$ cat config.mk
export PLATFORM = sky130hd
export DESIGN_NAME = sccb_wr_driver
export DESIGN_NICKNAME = d
export VERILOG_FILES = /design/src/rtl/sccb_pkg.sv /design/src/rtl/sccb_qtr_tick.sv /design/src/rtl/sccb_wr_driver.sv
export SDC_FILE = /design/constraint.sdc
export NUM_CORES = 1
export LEC_CHECK = 0
export ABC_CLOCK_PERIOD_IN_PS = 2890
export CORE_MARGIN = 5
export CORE_UTILIZATION = 50
export DETAILED_ROUTE_END_ITERATION = 8
export PLACE_DENSITY = 0.76
export SETUP_SLACK_MARGIN = 0.5
export SYNTH_ARGS = -nofsm -noshare
export SYNTH_HDL_FRONTEND = slang
export SYNTH_SLANG_ARGS = --single-unit
$ cat constraint.sdc
create_clock -name clk -period 2.89 [get_ports clk]
set_clock_uncertainty 0.15 [all_clocks]
set_input_delay 0.289 -clock clk [delete_from_list [all_inputs] [get_ports clk]]
set_output_delay 0.289 -clock clk [all_outputs]
set_load 0.05 [all_outputs]
$ cat src/rtl/sccb_pkg.sv
// sccb_pkg: shared types and constants for the SCCB 3-phase write driver.
//   sccb_state_t    - driver FSM states
//   SCCB_BITS       - bits per write frame (4 phases x 9 bits)
//   SCCB_QTRS       - quarters per SIO_C period
//   SCCB_TOTAL_QTRS - quarters per frame (START + 36 bits + STOP)
//   SCCB_ACK_BITx   - frame bit indices of the 9th (don't-care) bit of each phase
//   OV5640_WR_ID    - OV5640 8-bit write ID
package sccb_pkg;

  typedef enum logic [1:0] {
    StIdle,
    StStart,
    StShift,
    StStop
  } sccb_state_t;

  localparam int unsigned SCCB_BITS       = 36;
  localparam int unsigned SCCB_QTRS       = 4;
  localparam int unsigned SCCB_TOTAL_QTRS = 152;

  localparam logic [5:0] SCCB_ACK_BIT0 = 6'd8;
  localparam logic [5:0] SCCB_ACK_BIT1 = 6'd17;
  localparam logic [5:0] SCCB_ACK_BIT2 = 6'd26;
  localparam logic [5:0] SCCB_ACK_BIT3 = 6'd35;

  localparam logic [7:0] OV5640_WR_ID = 8'h78;

  function automatic logic is_ack_bit(logic [5:0] b);
    return (b == SCCB_ACK_BIT0) || (b == SCCB_ACK_BIT1) ||
           (b == SCCB_ACK_BIT2) || (b == SCCB_ACK_BIT3);
  endfunction

endpackage

$ cat src/rtl/sccb_qtr_tick.sv
// sccb_qtr_tick: quarter-period timer for the SCCB driver.
//   clk, rst_n - clock, asynchronous active-low reset
//   en         - count enable; when low the counter and quarter index are cleared
//   tick       - high in the last system clock of each quarter
//   qtr        - current quarter index 0..3 within the SIO_C period
module sccb_qtr_tick
  import sccb_pkg::*;
#(
  parameter int unsigned QTR_CNT = 32
) (
  input  logic       clk,
  input  logic       rst_n,
  input  logic       en,
  output logic       tick,
  output logic [1:0] qtr
);

  localparam int unsigned CntW = (QTR_CNT > 1) ? $clog2(QTR_CNT) : 1;
  localparam logic [CntW-1:0] CntLast = CntW'(QTR_CNT - 1);

  logic [CntW-1:0] cnt_q, cnt_d;
  logic [1:0]      qtr_q, qtr_d;

  assign tick = en && (cnt_q == CntLast);
  assign qtr  = qtr_q;

  always_comb begin
    cnt_d = cnt_q;
    qtr_d = qtr_q;
    if (!en) begin
      cnt_d = '0;
      qtr_d = '0;
    end else if (tick) begin
      cnt_d = '0;
      qtr_d = qtr_q + 2'd1;  // wraps 3 -> 0 at the end of each bit period
    end else begin
      cnt_d = cnt_q + 1'b1;
    end
  end

  always_ff @(posedge clk or negedge rst_n) begin
    if (!rst_n) begin
      cnt_q <= '0;
      qtr_q <= '0;
    end else begin
      cnt_q <= cnt_d;
      qtr_q <= qtr_d;
    end
  end

endmodule

$ cat src/rtl/sccb_wr_driver.sv
// sccb_wr_driver: SCCB 3-phase write master (device ID, addr hi, addr lo, data).
//   clk, rst_n   - clock, asynchronous active-low reset
//   trig         - write request, accepted only while idle
//   driver_addr  - 16-bit register address, captured on accepted trig
//   driver_data  - 8-bit register value, captured on accepted trig
//   driver_end   - one-cycle pulse when the frame (incl. STOP) is complete
//   busy         - high from accepted trig until driver_end
//   sio_c        - SCCB clock pin (registered)
//   sio_d_out    - SCCB data value (registered)
//   sio_d_oe     - SCCB data enable, 0 releases the pad (registered)
//   sio_d_in     - SCCB data pad input
//   ack_err      - NACK seen on a 9th bit during the last frame
// Optional feature macro: SCCB_ACK_CHK_EN enables 9th-bit sampling into ack_err;
// without it sio_d_in is ignored and ack_err is tied low.
module sccb_wr_driver
  import sccb_pkg::*;
#(
  parameter int unsigned QTR_CNT = 32,
  parameter logic [7:0]  DEV_ID  = OV5640_WR_ID
) (
  input  logic        clk,
  input  logic        rst_n,
  input  logic        trig,
  input  logic [15:0] driver_addr,
  input  logic [7:0]  driver_data,
  output logic        driver_end,
  output logic        busy,
  output logic        sio_c,
  output logic        sio_d_out,
  output logic        sio_d_oe,
  input  logic        sio_d_in,
  output logic        ack_err
);

  localparam logic [5:0] LastBit = 6'(SCCB_BITS - 1);

  sccb_state_t state_q, state_d;
  logic [5:0]  bit_q, bit_d;
  logic [35:0] word_q, word_d;
  logic        busy_q, busy_d;
  logic        end_q, end_d;
  logic        c_q, c_d, d_q, d_d, oe_q, oe_d;

  logic        qtr_en, tick, qtr_last;
  logic [1:0]  qtr, qtr_nxt;

  assign qtr_en   = (state_q != StIdle);
  assign qtr_last = tick && (qtr == 2'd3);

  sccb_qtr_tick #(
    .QTR_CNT(QTR_CNT)
  ) u_qtr (
    .clk  (clk),
    .rst_n(rst_n),
    .en   (qtr_en),
    .tick (tick),
    .qtr  (qtr)
  );

  // Frame sequencing; word_q shifts left so word_q[35] is always the current bit.
  always_comb begin
    state_d = state_q;
    bit_d   = bit_q;
    word_d  = word_q;
    busy_d  = busy_q;
    end_d   = 1'b0;
    unique case (state_q)
      StIdle: begin
        if (trig) begin
          state_d = StStart;
          bit_d   = '0;
          word_d  = {DEV_ID, 1'b1, driver_addr[15:8], 1'b1,
                     driver_addr[7:0], 1'b1, driver_data, 1'b1};
          busy_d  = 1'b1;
        end
      end
      StStart: begin
        if (qtr_last) state_d = StShift;
      end
      StShift: begin
        if (qtr_last) begin
          if (bit_q == LastBit) begin
            state_d = StStop;
          end else begin
            bit_d  = bit_q + 6'd1;
            word_d = {word_q[34:0], 1'b0};
          end
        end
      end
      StStop: begin
        if (qtr_last) begin
          state_d = StIdle;
          busy_d  = 1'b0;
          end_d   = 1'b1;
        end
      end
      default: state_d = StIdle;
    endcase
  end

  // Quarter index that will be current next cycle; lets the pin registers
  // present each quarter's levels in its first cycle.
  always_comb begin
    qtr_nxt = qtr;
    if (state_d == StIdle) begin
      qtr_nxt = 2'd0;
    end else if (tick) begin
      qtr_nxt = qtr + 2'd1;
    end
  end

  // Pin levels for the next cycle, decoded from next state/quarter/bit.
  always_comb begin
    c_d  = 1'b1;
    d_d  = 1'b1;
    oe_d = 1'b1;
    unique case (state_d)
      StIdle: ;
      StStart: begin
        c_d = (qtr_nxt != 2'd3);
        d_d = (qtr_nxt == 2'd0);
      end
      StShift: begin
        c_d = (qtr_nxt == 2'd1) || (qtr_nxt == 2'd2);
        if (is_ack_bit(bit_d)) begin
          oe_d = 1'b0;
        end else begin
          d_d = word_d[35];
        end
      end
      StStop: begin
        c_d = (qtr_nxt != 2'd0);
        d_d = (qtr_nxt >= 2'd2);
      end
      default: ;
    endcase
  end

  always_ff @(posedge clk or negedge rst_n) begin
    if (!rst_n) begin
      state_q <= StIdle;
      bit_q   <= '0;
      word_q  <= '0;
      busy_q  <= 1'b0;
      end_q   <= 1'b0;
      c_q     <= 1'b1;
      d_q     <= 1'b1;
      oe_q    <= 1'b1;
    end else begin
      state_q <= state_d;
      bit_q   <= bit_d;
      word_q  <= word_d;
      busy_q  <= busy_d;
      end_q   <= end_d;
      c_q     <= c_d;
      d_q     <= d_d;
      oe_q    <= oe_d;
    end
  end

  assign driver_end = end_q;
  assign busy       = busy_q;
  assign sio_c      = c_q;
  assign sio_d_out  = d_q;
  assign sio_d_oe   = oe_q;

`ifdef SCCB_ACK_CHK_EN
  logic ack_q, ack_d;
  logic ack_sample;

  // One sample per 9th bit, taken in the last cycle of its high SIO_C quarter.
  assign ack_sample = (state_q == StShift) && tick && (qtr == 2'd2) && is_ack_bit(bit_q);

  always_comb begin
    ack_d = ack_q;
    if ((state_q == StIdle) && trig) begin
      ack_d = 1'b0;
    end else if (ack_sample && sio_d_in) begin
      ack_d = 1'b1;
    end
  end

  always_ff @(posedge clk or negedge rst_n) begin
    if (!rst_n) begin
      ack_q <= 1'b0;
    end else begin
      ack_q <= ack_d;
    end
  end

  assign ack_err = ack_q;
`else
  logic unused_sio_d_in;
  assign unused_sio_d_in = sio_d_in;
  assign ack_err         = 1'b0;
`endif

endmodule

# Word level (Yosys, flattened, before mapping)
# Cells that the tools add are included.
op_classes:
  addsub: 3
  magnitude_cmp: 1
  eq_ne: 20
  muxes: 29
  reduce_logical: 15
ops:
  columns: ["cell", "count"]
  rows:
  - ["36-bit 2-to-1 mux", 3]
  - ["36-bit one-hot mux with 2 select lines", 1]
  - ["6-bit 2-to-1 mux", 3]
  - ["2-bit 2-to-1 mux", 8]
  - ["2-bit equality test, second input constant", 6]
  - ["6-bit by 5-bit equality test with 1-bit output, second input constant", 2]
  - ["6-bit equality test, second input constant", 2]
  - ["6-bit one-hot mux with 2 select lines", 1]
  - ["5-bit 2-to-1 mux", 2]
  - ["2-bit inequality test, second input constant", 5]
  - ["2-bit one-hot mux with 4 select lines", 1]
  - ["2-bit nonzero test", 4]
  - ["1-bit 2-to-1 mux", 7]
  - ["6-bit by 1-bit adder with 6-bit output, second input constant", 1]
  - ["2-bit by 1-bit equality test with 1-bit output, second input constant", 3]
  - ["6-bit by 4-bit equality test with 1-bit output, second input constant", 1]
  - ["2-bit logical NOT", 3]
  - ["1-bit one-hot mux with 3 select lines", 2]
  - ["5-bit by 1-bit adder with 5-bit output, second input constant", 1]
  - ["5-bit equality test, second input constant", 1]
  - ["1-bit logical OR", 4]
  - ["4-bit AND reduction", 1]
  - ["3-bit AND reduction", 1]
  - ["2-bit by 1-bit adder with 2-bit output, second input constant", 1]
  - ["other kinds (3)", 4]
word_totals:
  reg_bits: 56
  in_bits: 28

# Depth between registers and ports, before layout
# Gate-level depths: netlist of run 1.
depth:
  ltp_word: 11
  mapped_depth: 13
  depth_no_buf: 13

# Hierarchy
# Synthesis of run 1 repeated with hierarchy kept, for this count alone.
unflattened:
  cells_unflattened: 286
  hier_area_um2: 2751.4
modules_own_cells:
  columns: ["mod", "instances", "cells_per_inst", "area_per_inst_um2", "seq_area_each_um2"]
  rows:
  - ["sccb_wr_driver", 1, 257, 2428.6, 1229.9]
  - ["sccb_qtr_tick", 1, 29, 322.8, 175.2]

# Worst setup path after synthesis of run 1
# OpenSTA, ideal clock, no wires.
synth_timing:
  path_kind: "register to register"
  from: "register u_qtr.cnt_q[0]"
  to: "register oe_q, in the netlist sio_d_oe"
  arrival_ns: 2.459
  t_required_ns: 2.646
  slack_ns: 0.187
  path_stages_with_launch: 10
  path_buffers: 0
  synth_period_minus_slack_ns: 2.703
  cell_sequence: "dfrtp_1 > ha_1 > and3_1 > ha_1 > and4_1 > and4b_1 > a211o_1 > and4bb_1 > a211oi_1 > or4_1"
synth_via:
  elab_chain_len: 11
  elab_cells_between_ends: 19
  classes_between: "eq/ne: 6; mux: 8; reduce/logical: 5"
synth_lines:
  columns: ["element", "line", "text"]
  rows:
  - ["start: declaration", "sccb_qtr_tick.sv:21", "logic [CntW-1:0] cnt_q, cnt_d;"]
  - ["start signal: assignment", "sccb_qtr_tick.sv:46", "cnt_q <= cnt_d;"]
  - ["5-bit equality test *", "sccb_qtr_tick.sv:24", "assign tick = en && (cnt_q == CntLast);"]
  - ["1-bit logical AND *", "sccb_qtr_tick.sv:24", null]
  - ["1-bit logical AND *", "sccb_wr_driver.sv:48", "assign qtr_last = tick && (qtr == 2'd3);"]
  - ["6-bit 2-to-1 mux *", "sccb_wr_driver.sv:81", "if (qtr_last) begin"]
  - ["6-bit one-hot mux with 2 select lines *", "sccb_wr_driver.sv:67", "unique case (state_q)"]
  - ["named net bit_d[3]", "sccb_wr_driver.sv:38", "logic [5:0] bit_q, bit_d;"]
  - ["6-bit by 4-bit equality test with 1-bit output or 6-bit by 5-bit equality test with 1-bit output (tied branches)", "sccb_pkg.sv:29", "return (b == SCCB_ACK_BIT0) || (b == SCCB_ACK_BIT1) ||"]
  - ["1-bit logical OR (2 in a row)", "sccb_pkg.sv:29", null]
  - ["1-bit logical OR *", "sccb_pkg.sv:30", "(b == SCCB_ACK_BIT2) || (b == SCCB_ACK_BIT3);"]
  - ["1-bit 2-to-1 mux *", "sccb_wr_driver.sv:125", "if (is_ack_bit(bit_d)) begin"]
  - ["1-bit 2-to-1 mux *", "sccb_wr_driver.sv:117", "unique case (state_d)"]
  - ["named net oe_d", "sccb_wr_driver.sv:42", "logic c_q, c_d, d_q, d_d, oe_q, oe_d;"]
  - ["end signal: assignment", "sccb_wr_driver.sv:148", "oe_q <= 1'b1;"]
  - ["end signal: assignment", "sccb_wr_driver.sv:157", "oe_q <= oe_d;"]
  - ["end: declaration", "sccb_wr_driver.sv:42", null]
# The timed path passes the listed nets; every way through them passes the cells marked *.
# A chain may end at the register's enable or synchronous reset.

# Worst setup path in the final report of run 1
# Ends and elaborated chain as after synthesis.

==> flow_summary.yaml, run 1 <==
place:
  placedCellCount: 372
  hpwl_mm: 3.602
  io_buffer_count: 31
  gp_congestion: 0.8594
synth:
  synthXorXnorAreaFrac_pct: 1.945
  synth-compound-area-share_pct: 13.39
  synthMuxAreaShare_pct: 1.760
  yosysMostFrequentCell: "nand2_1"
  synth_top_family_by_area: "simple AND/OR/NAND/NOR gates"
  synthCells: 278
  ys.flop_type: "dfrtp_1"
  synth_top_area_share_pct: 49.10
  synth_warnings: 0
  synth_seq_area_share_pct: 52.01
  async_flop_share_pct: 100.0
  synth_area_um2: 2701
  syn-num-nets: 313
  synth_common_cells: "84 x nand2_1, 53 x dfrtp_1, 25 x a22oi_1"
  yosys.area_share.simple_pct: 24.46
  synthAdderAreaFrac_pct: 3.242
  synth_area_leaders: "dfrtp_1 49%, nand2_1 12%, a22oi_1 6.9%, ha_1 3.2%, dfstp_2 2.9%"
  synth.largest_area_cell: "dfrtp_1"
  yosysUniqueCellTypes: 49
  synth_seq_cells: 56
  synth_edf_count: 0
  synth.avg_cell_area_um2: 9.717
floorplan:
  rows: 26
  fp.dieH_um: 83.50
  core_area_um2: 5172
  io_pins: 34
  dieArea_um2: 6972
  die_w_um: 83.50
  initial_utilization_pct: 52.23
timing:
  rsz0062_at_grt: "yes"
  max_freq_mhz: 372.5
  min_period_over_period_pct: 92.90
  holdWs_ns: 0.01567
  hold_viol: 0
  maxSlewViolCount: 0
  tightest_slew_ns: 1.064
  setup_viol: 0
  final.setup.tns_ns: 0
  fin_crit_ns: 2.685
  slew-limit-headroom_pct: 29.07
run:
  maxCapViolations: 0
final_layout:
  nNetsFinal: 349
  multi_input_area_um2: 1277
  layout.cells.non_filler: 385
  seqCellArea_um2: 1405
  final_layout_size_suffix_gt1_share_pct: 15.24
  fin_util_pct: 63.47
  fillers: 416
  n_antenna_cell: 0
  layout-area-overhead-vs-synth_pct: 21.54
route:
  drt_iter0_markers: 133
  wl_per_cell_um: 14.27
  vias: 2095
  drt-vias-per-instance: 5.442
  totalWireLength_mm: 5.493
  ant_nets: 0
  drtPass1Iterations: 4
  drc: 0
clocking:
  clkTransAtPathRegs_ns: 0.10
  clock-sinks: 56
  root_buffer: "clkbuf_8"
  cts_buffers: 5
  clock_latency_ns: 0.31
  cts_buffer_depth: 2
  htreeDepth: 2
  cts_tree: "built"
  ctsHoldBuffers: 0
power_and_ir_drop:
  p_leak_nw: 1.501
  power_density_nw_per_um2: 400.9
  peakVddDrop_mv: 0.3210
  finalPower_mw: 1.316
global_routing:
  grt_pass1_wl_mm: 9.280
  grt_pass1_vias: 2065
  grt.total_usage_pct: 15.99
  grt.overflow.total: 0
  grt_max_degree: 51
  grt_antenna_before_repair: 0
critical_path:
  cp_max_fo: 5
  worst_setup_path_end_kind: "flop"
  critical_path.startpoint_type: "flop"
  critPathRequiredTime_ns: 2.97
  crit_type: "reg -> reg"
  arrival_ns: 2.77
run_status:
  outcome: "complete, no violations"
min_path:
  worstHoldPathType: "in -> async"
-- cell families after synthesis --
group	count (synthesis)
flops	56
compound gates	49
buf+inv	19
other cells	1
simple gates	136
mux	4
fa+ha+maj	7
xor+xnor	6
-- registers in the layout, summed over array words and instances, names as in the netlist --
register and count:
sio_d_oe 1, u_qtr.qtr 2, state_q 2, u_qtr.cnt_q 5, busy 1, sio_c 1, sio_d_out 1, word_q 36
bit_q 6, driver_end 1
-- what timing repair did --
item,4_1_cts,5_1_grt
endpoints found under the hold margin,0,0
gates resized for setup,5,3
pin swaps,4,3
setup endpoints to repair,3,3
setup buffers,4,1
-- routing by layer --
layer / global-route usage [%] / wire [um]
met5: 0 / 0
met4: 5.263 / 36
met3: 2.962 / 152
met2: 27.55 / 2765
met1: 20.28 / 2538
-- per-stage QoR --
step | area (um^2) | setup slack [ns]
after floorplan | 2728 | 0.3247
after global placement | 3120 | 0.1387
after detailed placement | 3120 | 0.1065
after CTS | 3262 | 0.2217
after global routing | 3283 | 0.07770
final | 3283 | 0.2053
-- worst paths after layout --
kind                                               start                        to  slack, ns  depth (start not counted)
worst min-delay path                               rst_n      driver_end$_DFF_PN0_       0.02                          1
worst max-delay path            u_qtr.cnt_q[0]$_DFF_PN0_        sio_d_oe$_DFF_PN1_       0.21                          9
worst min register to register  u_qtr.cnt_q[0]$_DFF_PN0_  u_qtr.cnt_q[0]$_DFF_PN0_       0.32                          1
max in group asynchronous                          rst_n    word_q[21]$_DFFE_PN0P_       1.86                          2
min in group clk                u_qtr.cnt_q[0]$_DFF_PN0_  u_qtr.cnt_q[0]$_DFF_PN0_       0.32                          1
worst max register to register  u_qtr.cnt_q[0]$_DFF_PN0_        sio_d_oe$_DFF_PN1_       0.21                          9
-- critical path: stages (launching register included) --
cell and delay (ns):
dfrtp_1 0.38, ha_2 0.19, and3_4 0.19, ha_4 0.15, and4_4 0.24, nand4_1 0.15, o311ai_4 0.33, and4bb_1 0.24
a211oi_1 0.06, or4_1 0.52
-- final cells by class --
type                       instances  share of cell area, %
sequential                        56                  42.80
tap                               70                  2.668
clock buffer                       5                  2.096
inverter                           3                 0.3430
clock inverter                     3                 0.6860
timing repair buffer              45                  12.50
multi-input combinational        203                  38.91
-- where the power goes --
part / internal [mW] / switching [mW]
combinational: 0.0384 / 0.0322
sequential: 0.800 / 0.00922
clock: 0.174 / 0.262
-- placed cells by master, fill, tap and decap left out, drive strengths merged, types with 2 or more instances in the layout --
cell type / instances
clkdlybuf4s50: 30
nor2: 8
o21bai: 2
xor2: 2
o211ai: 3
mux2: 3
or4: 2
nor3b: 3
nand3: 15
a22oi: 25
buf: 15
clkinv: 2
inv: 4
ha: 7
nor3: 4
nor2b: 6
a21oi: 3
o21ai: 7
dfrtp: 53
dfstp: 3
and3: 2
xnor2: 4
clkbuf: 5
nand2: 84
or3: 2
No activity file was read; power rests on OpenSTA's default activity.
==> run 2, diff against run 1 <==
--- a/config.mk
+++ b/config.mk
@@ -11,6 +11,8 @@
 export DETAILED_ROUTE_END_ITERATION = 8
 export PLACE_DENSITY = 0.76
 export SETUP_SLACK_MARGIN = 0.5
+export SKIP_CTS_REPAIR_TIMING = 1
 export SYNTH_ARGS = -nofsm -noshare
 export SYNTH_HDL_FRONTEND = slang
 export SYNTH_SLANG_ARGS = --single-unit
+export TNS_END_PERCENT = 100
==> run 2 against run 1 <==
  * Clock power barely moved
  * Total power is 0.24% higher
  * Register-to-register slack about the same
  * Fmax decreased by 0.38%
  * Combinational power rose by 1%
  * Hold slack improved by 0.0012 ns
  * Global-route usage decreased by 0.48 points
  * Cell count rose by 0.52%
  * First-iteration DRC count fell by 13%
  * Die area is the same
  * Critical endpoint unchanged
  * Largest cell class unchanged
==> flow_summary.yaml, run 2 (synthesized netlist as in run 1, its figures left out) <==
final_layout:
  layout-area-overhead-vs-synth_pct: 24.22
  nNetsFinal: 351
  final_common_cell: "nand2_1"
  final_layout_size_suffix_gt1_share_pct: 18.30
  final_area_um2: 3356
  largest_register: "word_q"
  largest_reg_flops: 36
  fillers: 396
  fin_util_pct: 64.88
  n_antenna_cell: 0
  final_cell_mix: "83 x nand2_1, 53 x dfrtp_1, 30 x clkdlybuf4s50_1"
  largestRegisters: "word_q x36, bit_q x6, u_qtr.cnt_q x5"
critical_path:
  ff2ff_setup_slack_ns: 0.20
  timing.rr.start: "u_qtr.cnt_q[0]$_DFF_PN0_"
  cp_max_fo: 5
  critical_path.startpoint_type: "flop"
  rr_worst_depth: 9
  max_stage_delay_ns: 0.50
  critPathBufInv: 0
  crit_type: "reg -> reg"
  crit_chain: "ha_2 -> and3_4 -> ha_4 -> and4_4 -> nand4_1 -> o311ai_4 -> and4bb_1 -> a211oi_1 -> or4_1"
  reg2reg_to: "sio_d_oe$_DFF_PN1_"
  worst_setup_path_end_kind: "flop"
  critPathRequiredTime_ns: 2.97
  arrival_ns: 2.78
  crit_slowest_cell: "or4_1"
  crit_family: "simple AND/OR/NAND/NOR gates"
place:
  gp_congestion: 0.8594
  hpwl_mm: 3.602
  pre_cts_ws_ns: 0.1065
  place_area_um2: 3120
  io_buffer_count: 31
power_and_ir_drop:
  peakVddDrop_mv: 0.3213
  power_density_nw_per_um2: 393.2
  finalPower_mw: 1.319
  p_leak_nw: 1.517
route:
  drc: 0
  vias: 2154
  drtPass1Iterations: 5
  wl_per_cell_um: 14.64
  totalWireLength_mm: 5.665
  drt-vias-per-instance: 5.566
  drt_iter0_markers: 116
  ant_nets: 0
clocking:
  htreeDepth: 2
  root_buffer: "clkbuf_8"
  clock-sinks: 56
  cts_buffers: 5
  clock_latency_ns: 0.31
  cts_tree: "built"
  cts_buffer_depth: 2
  clkTransAtPathRegs_ns: 0.10
floorplan:
  io_pins: 34
  initial_utilization_pct: 52.23
  dieArea_um2: 6972
  core_area_um2: 5172
  die_w_um: 83.50
  fp.dieH_um: 83.50
  rows: 26
timing:
  worst_slack_ns: 0.1950
  final.setup.tns_ns: 0
  fin_crit_ns: 2.695
  slew-limit-headroom_pct: 28.68
  tightest_slew_ns: 1.070
  maxSlewViolCount: 0
  hold_viol: 0
  rsz0062_at_grt: "yes"
  setup_viol: 0
  max_freq_mhz: 371.1
  min_period_over_period_pct: 93.25
global_routing:
  grt.overflow.total: 0
  grt_max_degree: 51
  grt.total_usage_pct: 15.51
  grt_antenna_before_repair: 0
  grt_pass1_vias: 2004
  grt_pass1_wl_mm: 9.004
run:
  maxCapViolations: 0
run_status:
  outcome: "complete, no violations"
min_path:
  worstHoldPathType: "in -> async"
[run 2: cell count changes in the layout (fill, tap and decap cells not counted), sizes merged]
cell,delta
buf,+2
[run 2: worst max-delay path by stage]
stage                              from                 end  slack [ns]  cells after the start
6_report       u_qtr.cnt_q[0]$_DFF_PN0_  sio_d_oe$_DFF_PN1_        0.20                      9
5_1_grt        u_qtr.cnt_q[0]$_DFF_PN0_  sio_d_oe$_DFF_PN1_        0.11                      9
4_1_cts        u_qtr.cnt_q[0]$_DFF_PN0_  sio_d_oe$_DFF_PN1_        0.08                      9
3_5_place_dp   u_qtr.cnt_q[0]$_DFF_PN0_  sio_d_oe$_DFF_PN1_        0.11                      9
3_3_place_gp   u_qtr.cnt_q[0]$_DFF_PN0_  sio_d_oe$_DFF_PN1_        0.14                      9
2_1_floorplan  u_qtr.cnt_q[0]$_DFF_PN0_  sio_d_oe$_DFF_PN1_        0.32                      9
[run 2: worst reg2reg max path, stage by stage (launching register included)]
cell	delay, ns
dfrtp_1	0.39
ha_2	0.20
and3_4	0.19
ha_4	0.15
and4_4	0.24
nand4_1	0.15
o311ai_4	0.35
and4bb_1	0.24
a211oi_1	0.06
or4_1	0.50
[run 2: power breakdown]
group	switching, mW	leakage, nW	internal [mW]
Sequential	0.00921	0.648	0.800
Combinational	0.0328	0.820	0.0387
Clock	0.264	0.0485	0.174
[run 2: final cells by class]
class                           count  area, um^2  share of cell area (%)
Sequential cell                    56        1405                   41.87
Clock inverter                      3       22.52                  0.6711
Clock buffer                        5       68.82                   2.051
Timing Repair Buffer               47       425.4                   12.68
Tap cell                           70       87.58                   2.610
Inverter                            3       11.26                  0.3356
Multi-Input combinational cell    203        1335                   39.78
[run 2: metrics by stage]
| stage | std cells | hold slack [ns] |
|---|---|---|
| floorplan | 278 | -0.1566 |
| global placement | 372 | 0.2930 |
| detailed placement | 372 | 0.3118 |
| CTS | 380 | 0.06403 |
| global route | 387 | 0.1097 |
| finish | 387 | 0.01685 |
[run 2: routing by layer]
| layer | part of all wire [%] | global-route usage, % | up-vias |
|---|---|---|---|
| li1 | - | - | 1042 |
| met1 | 46 | 20.03 | 1061 |
| met2 | 50 | 26.17 | 42 |
| met3 | 3.4 | 2.962 | 9 |
| met4 | 1.1 | 5.263 | 0 |
| met5 | 0 | 0 | - |
==> run 3, diff against run 2 <==
--- a/config.mk
+++ b/config.mk
@@ -14,5 +14,6 @@
 export SKIP_CTS_REPAIR_TIMING = 1
 export SYNTH_ARGS = -nofsm -noshare
 export SYNTH_HDL_FRONTEND = slang
+export SYNTH_HIERARCHICAL = 1
 export SYNTH_SLANG_ARGS = --single-unit
 export TNS_END_PERCENT = 100
==> run 3 against run 2 <==
  * Critical path depth up 7
  * Via count up 2.0%
  * Setup slack got worse by 0.10 ns
  * Register-to-register slack lost 0.10 ns
  * Clock power is 2% lower
  * Design area is 3.2% higher
  * Sequential power barely moved
  * Cell count up 4.1%
  * Largest power group unchanged
  * Highest routed layer unchanged
==> flow_summary.yaml, run 3 <==
run_status:
  outcome: "complete, no violations"
timing:
  hold_viol: 0
  maxSlewViolCount: 0
  fin_crit_ns: 2.797
  final.setup.tns_ns: 0
  max_freq_mhz: 357.5
  tightest_slew_ns: 1.058
  rsz0062_at_grt: "yes"
  min_period_over_period_pct: 96.79
  worst_slack_ns: 0.09289
  setup_viol: 0
  slew-limit-headroom_pct: 29.44
  holdWs_ns: 0.01543
global_routing:
  grt.overflow.total: 0
  grt_max_degree: 49
  grt_pass1_wl_mm: 9.556
  grt_pass1_vias: 2169
  grt_antenna_before_repair: 0
  grt.total_usage_pct: 16.43
synth:
  synthCells: 286
  synth.largest_area_cell: "dfrtp_1"
  synth_top_area_share_pct: 48.20
  synth_seq_area_share_pct: 51.07
  synth_area_leaders: "dfrtp_1 48%, nand2_1 11%, a22oi_1 6.5%, ha_1 3.2%, dfstp_2 2.9%"
  synth.avg_cell_area_um2: 9.620
  async_flop_share_pct: 100.0
  synth_common_cells: "79 x nand2_1, 53 x dfrtp_1, 24 x a22oi_1"
  synth_area_um2: 2751
  synthMuxAreaShare_pct: 2.001
  yosys.area_share.simple_pct: 22.92
  synthAdderAreaFrac_pct: 3.183
  synth_warnings: 6
  synth_seq_cells: 56
  synthXorXnorAreaFrac_pct: 1.910
  yosysMostFrequentCell: "nand2_1"
  yosysUniqueCellTypes: 56
  ys.flop_type: "dfrtp_1"
  synth-compound-area-share_pct: 15.01
  syn-num-nets: 321
  synth_edf_count: 0
  synth_top_family_by_area: "simple AND/OR/NAND/NOR gates"
final_layout:
  final_common_cell: "nand2_1"
  layout-area-overhead-vs-synth_pct: 25.92
  seqCellArea_um2: 1405
  final_area_um2: 3465
  nNetsFinal: 365
  largest_register: "word_q"
  layout.cells.non_filler: 403
  largestRegisters: "word_q x36, bit_q x6, u_qtr/cnt_q x5"
  largest_reg_flops: 36
  final_cell_mix: "78 x nand2_1, 53 x dfrtp_1, 30 x clkdlybuf4s50_1"
  final_layout_size_suffix_gt1_share_pct: 19.94
  fillers: 438
  n_antenna_cell: 0
  fin_util_pct: 63.70
  multi_input_area_um2: 1383
route:
  drtPass1Iterations: 4
  vias: 2197
  dr_wl_met2_mm: 2.966
  drc: 0
  wl_met3_um: 256
  totalWireLength_mm: 5.911
  wl_met1_mm: 2.570
  drt_iter0_markers: 121
  top_layer: "met4"
  drt-vias-per-instance: 5.452
  ant_nets: 0
  wl_per_cell_um: 14.67
critical_path:
  crit_type: "reg -> reg"
  crit_slowest_cell: "dfrtp_1"
  crit_chain: "ha_4 -> and3_4 -> ha_4 -> and2_4 -> nand3_4 -> nor2_4 -> mux2i_1 -> o21ai_2 -> nor2_1 -> nor2b_1 -> inv_1 -> ha_2 -> nor2_2 -> o21ai_1 -> o21ai_1 -> o2111ai_1"
  cp_max_fo: 8
  timing.rr.start: "u_qtr/cnt_q[0]$_DFF_PN0_"
  worst_setup_path_end_kind: "flop"
  arrival_ns: 2.87
  critical_path.startpoint_type: "flop"
  max_stage_delay_ns: 0.43
  rr_worst_depth: 16
  reg2reg_to: "sio_d_out$_DFF_PN1_"
  ff2ff_setup_slack_ns: 0.09
  critPathRequiredTime_ns: 2.97
floorplan:
  fp.dieH_um: 84.18
  rows: 27
  io_pins: 34
  dieArea_um2: 7086
  die_w_um: 84.18
  core_area_um2: 5439
  initial_utilization_pct: 50.59
place:
  pre_cts_ws_ns: 0.04493
  hpwl_mm: 3.892
  placedCellCount: 386
  gp_congestion: 0.8272
  io_buffer_count: 31
  place_area_um2: 3208
min_path:
  worstHoldPathType: "in -> async"
power_and_ir_drop:
  p_leak_nw: 1.643
  power_density_nw_per_um2: 378.5
  finalPower_mw: 1.311
  peakVddDrop_mv: 0.2739
clocking:
  cts_tree: "built"
  clkTransAtPathRegs_ns: 0.10
  clock_latency_ns: 0.31
  root_buffer: "clkbuf_8"
  cts_buffers: 5
  cts_buffer_depth: 2
  clock-sinks: 56
  htreeDepth: 2
run:
  maxCapViolations: 0
[run 3: cell types whose count changed in the layout (fill, tap and decap cells not counted), moves of 3 or more]
cell     before  now
inv_1         2   10
nand2_1      83   78
nor2_1        6   12
buf_4        16   19
nor2b_1       5    1
[run 3: report_power, final]
group	internal [mW]	switching, mW
Sequential	0.800	0.00958
Combinational	0.0379	0.0324
Clock	0.173	0.258
[run 3: per-layer routing]
metal,global-route usage [%],vias to the layer above
met5,0,-
li1,-,1073
met4,5.556,0
met2,27.55,41
met3,4.024,12
met1,20.84,1071
[run 3: cell type report]
cell class / instances / share of cell area, %
flip-flops and latches: 56 / 40.56
multi-input cells: 205 / 39.91
repair buffers: 51 / 13.25
well taps: 72 / 2.600
clock buffers: 6 / 2.095
inverters: 11 / 1.192
clock inverters: 2 / 0.3973
[run 3: critical path, delay by kind of cell, from the launching register on]
| family | cells | cell delay (ns) |
|---|---|---|
| flops | 1 | 0.43 |
| mux | 1 | 0.09 |
| buf+inv | 1 | 0.09 |
| simple gates | 7 | 0.94 |
| compound gates | 4 | 0.53 |
| fa+ha+maj | 3 | 0.48 |
[run 3: logic make-up (layout without fill, tap and decap cells)]
kind of cell	count (synthesis)	count (layout)
AOI/OAI and AO/OA	53	53
other	1	1
buffers and inverters	25	70
DFF	56	56
xor gates and xnor gates	6	6
and+or+nand+nor	133	133
adders and majority gates	7	7
muxes	5	5
[run 3: worst max-delay path by stage]
stage | startpoint | endpoint | slack, ns | depth (start not counted)
after global routing | u_qtr/cnt_q[0]$_DFF_PN0_ | sio_d_out$_DFF_PN1_ | -0.11 | 16
after detailed placement | u_qtr/cnt_q[0]$_DFF_PN0_ | sio_d_out$_DFF_PN1_ | 0.04 | 11
after CTS | u_qtr/cnt_q[0]$_DFF_PN0_ | sio_d_out$_DFF_PN1_ | 0.03 | 11
after global placement | u_qtr/cnt_q[0]$_DFF_PN0_ | sio_d_out$_DFF_PN1_ | 0.09 | 11
final | u_qtr/cnt_q[0]$_DFF_PN0_ | sio_d_out$_DFF_PN1_ | 0.09 | 16
after floorplan | u_qtr/cnt_q[0]$_DFF_PN0_ | sio_d_out$_DFF_PN1_ | 0.26 | 17
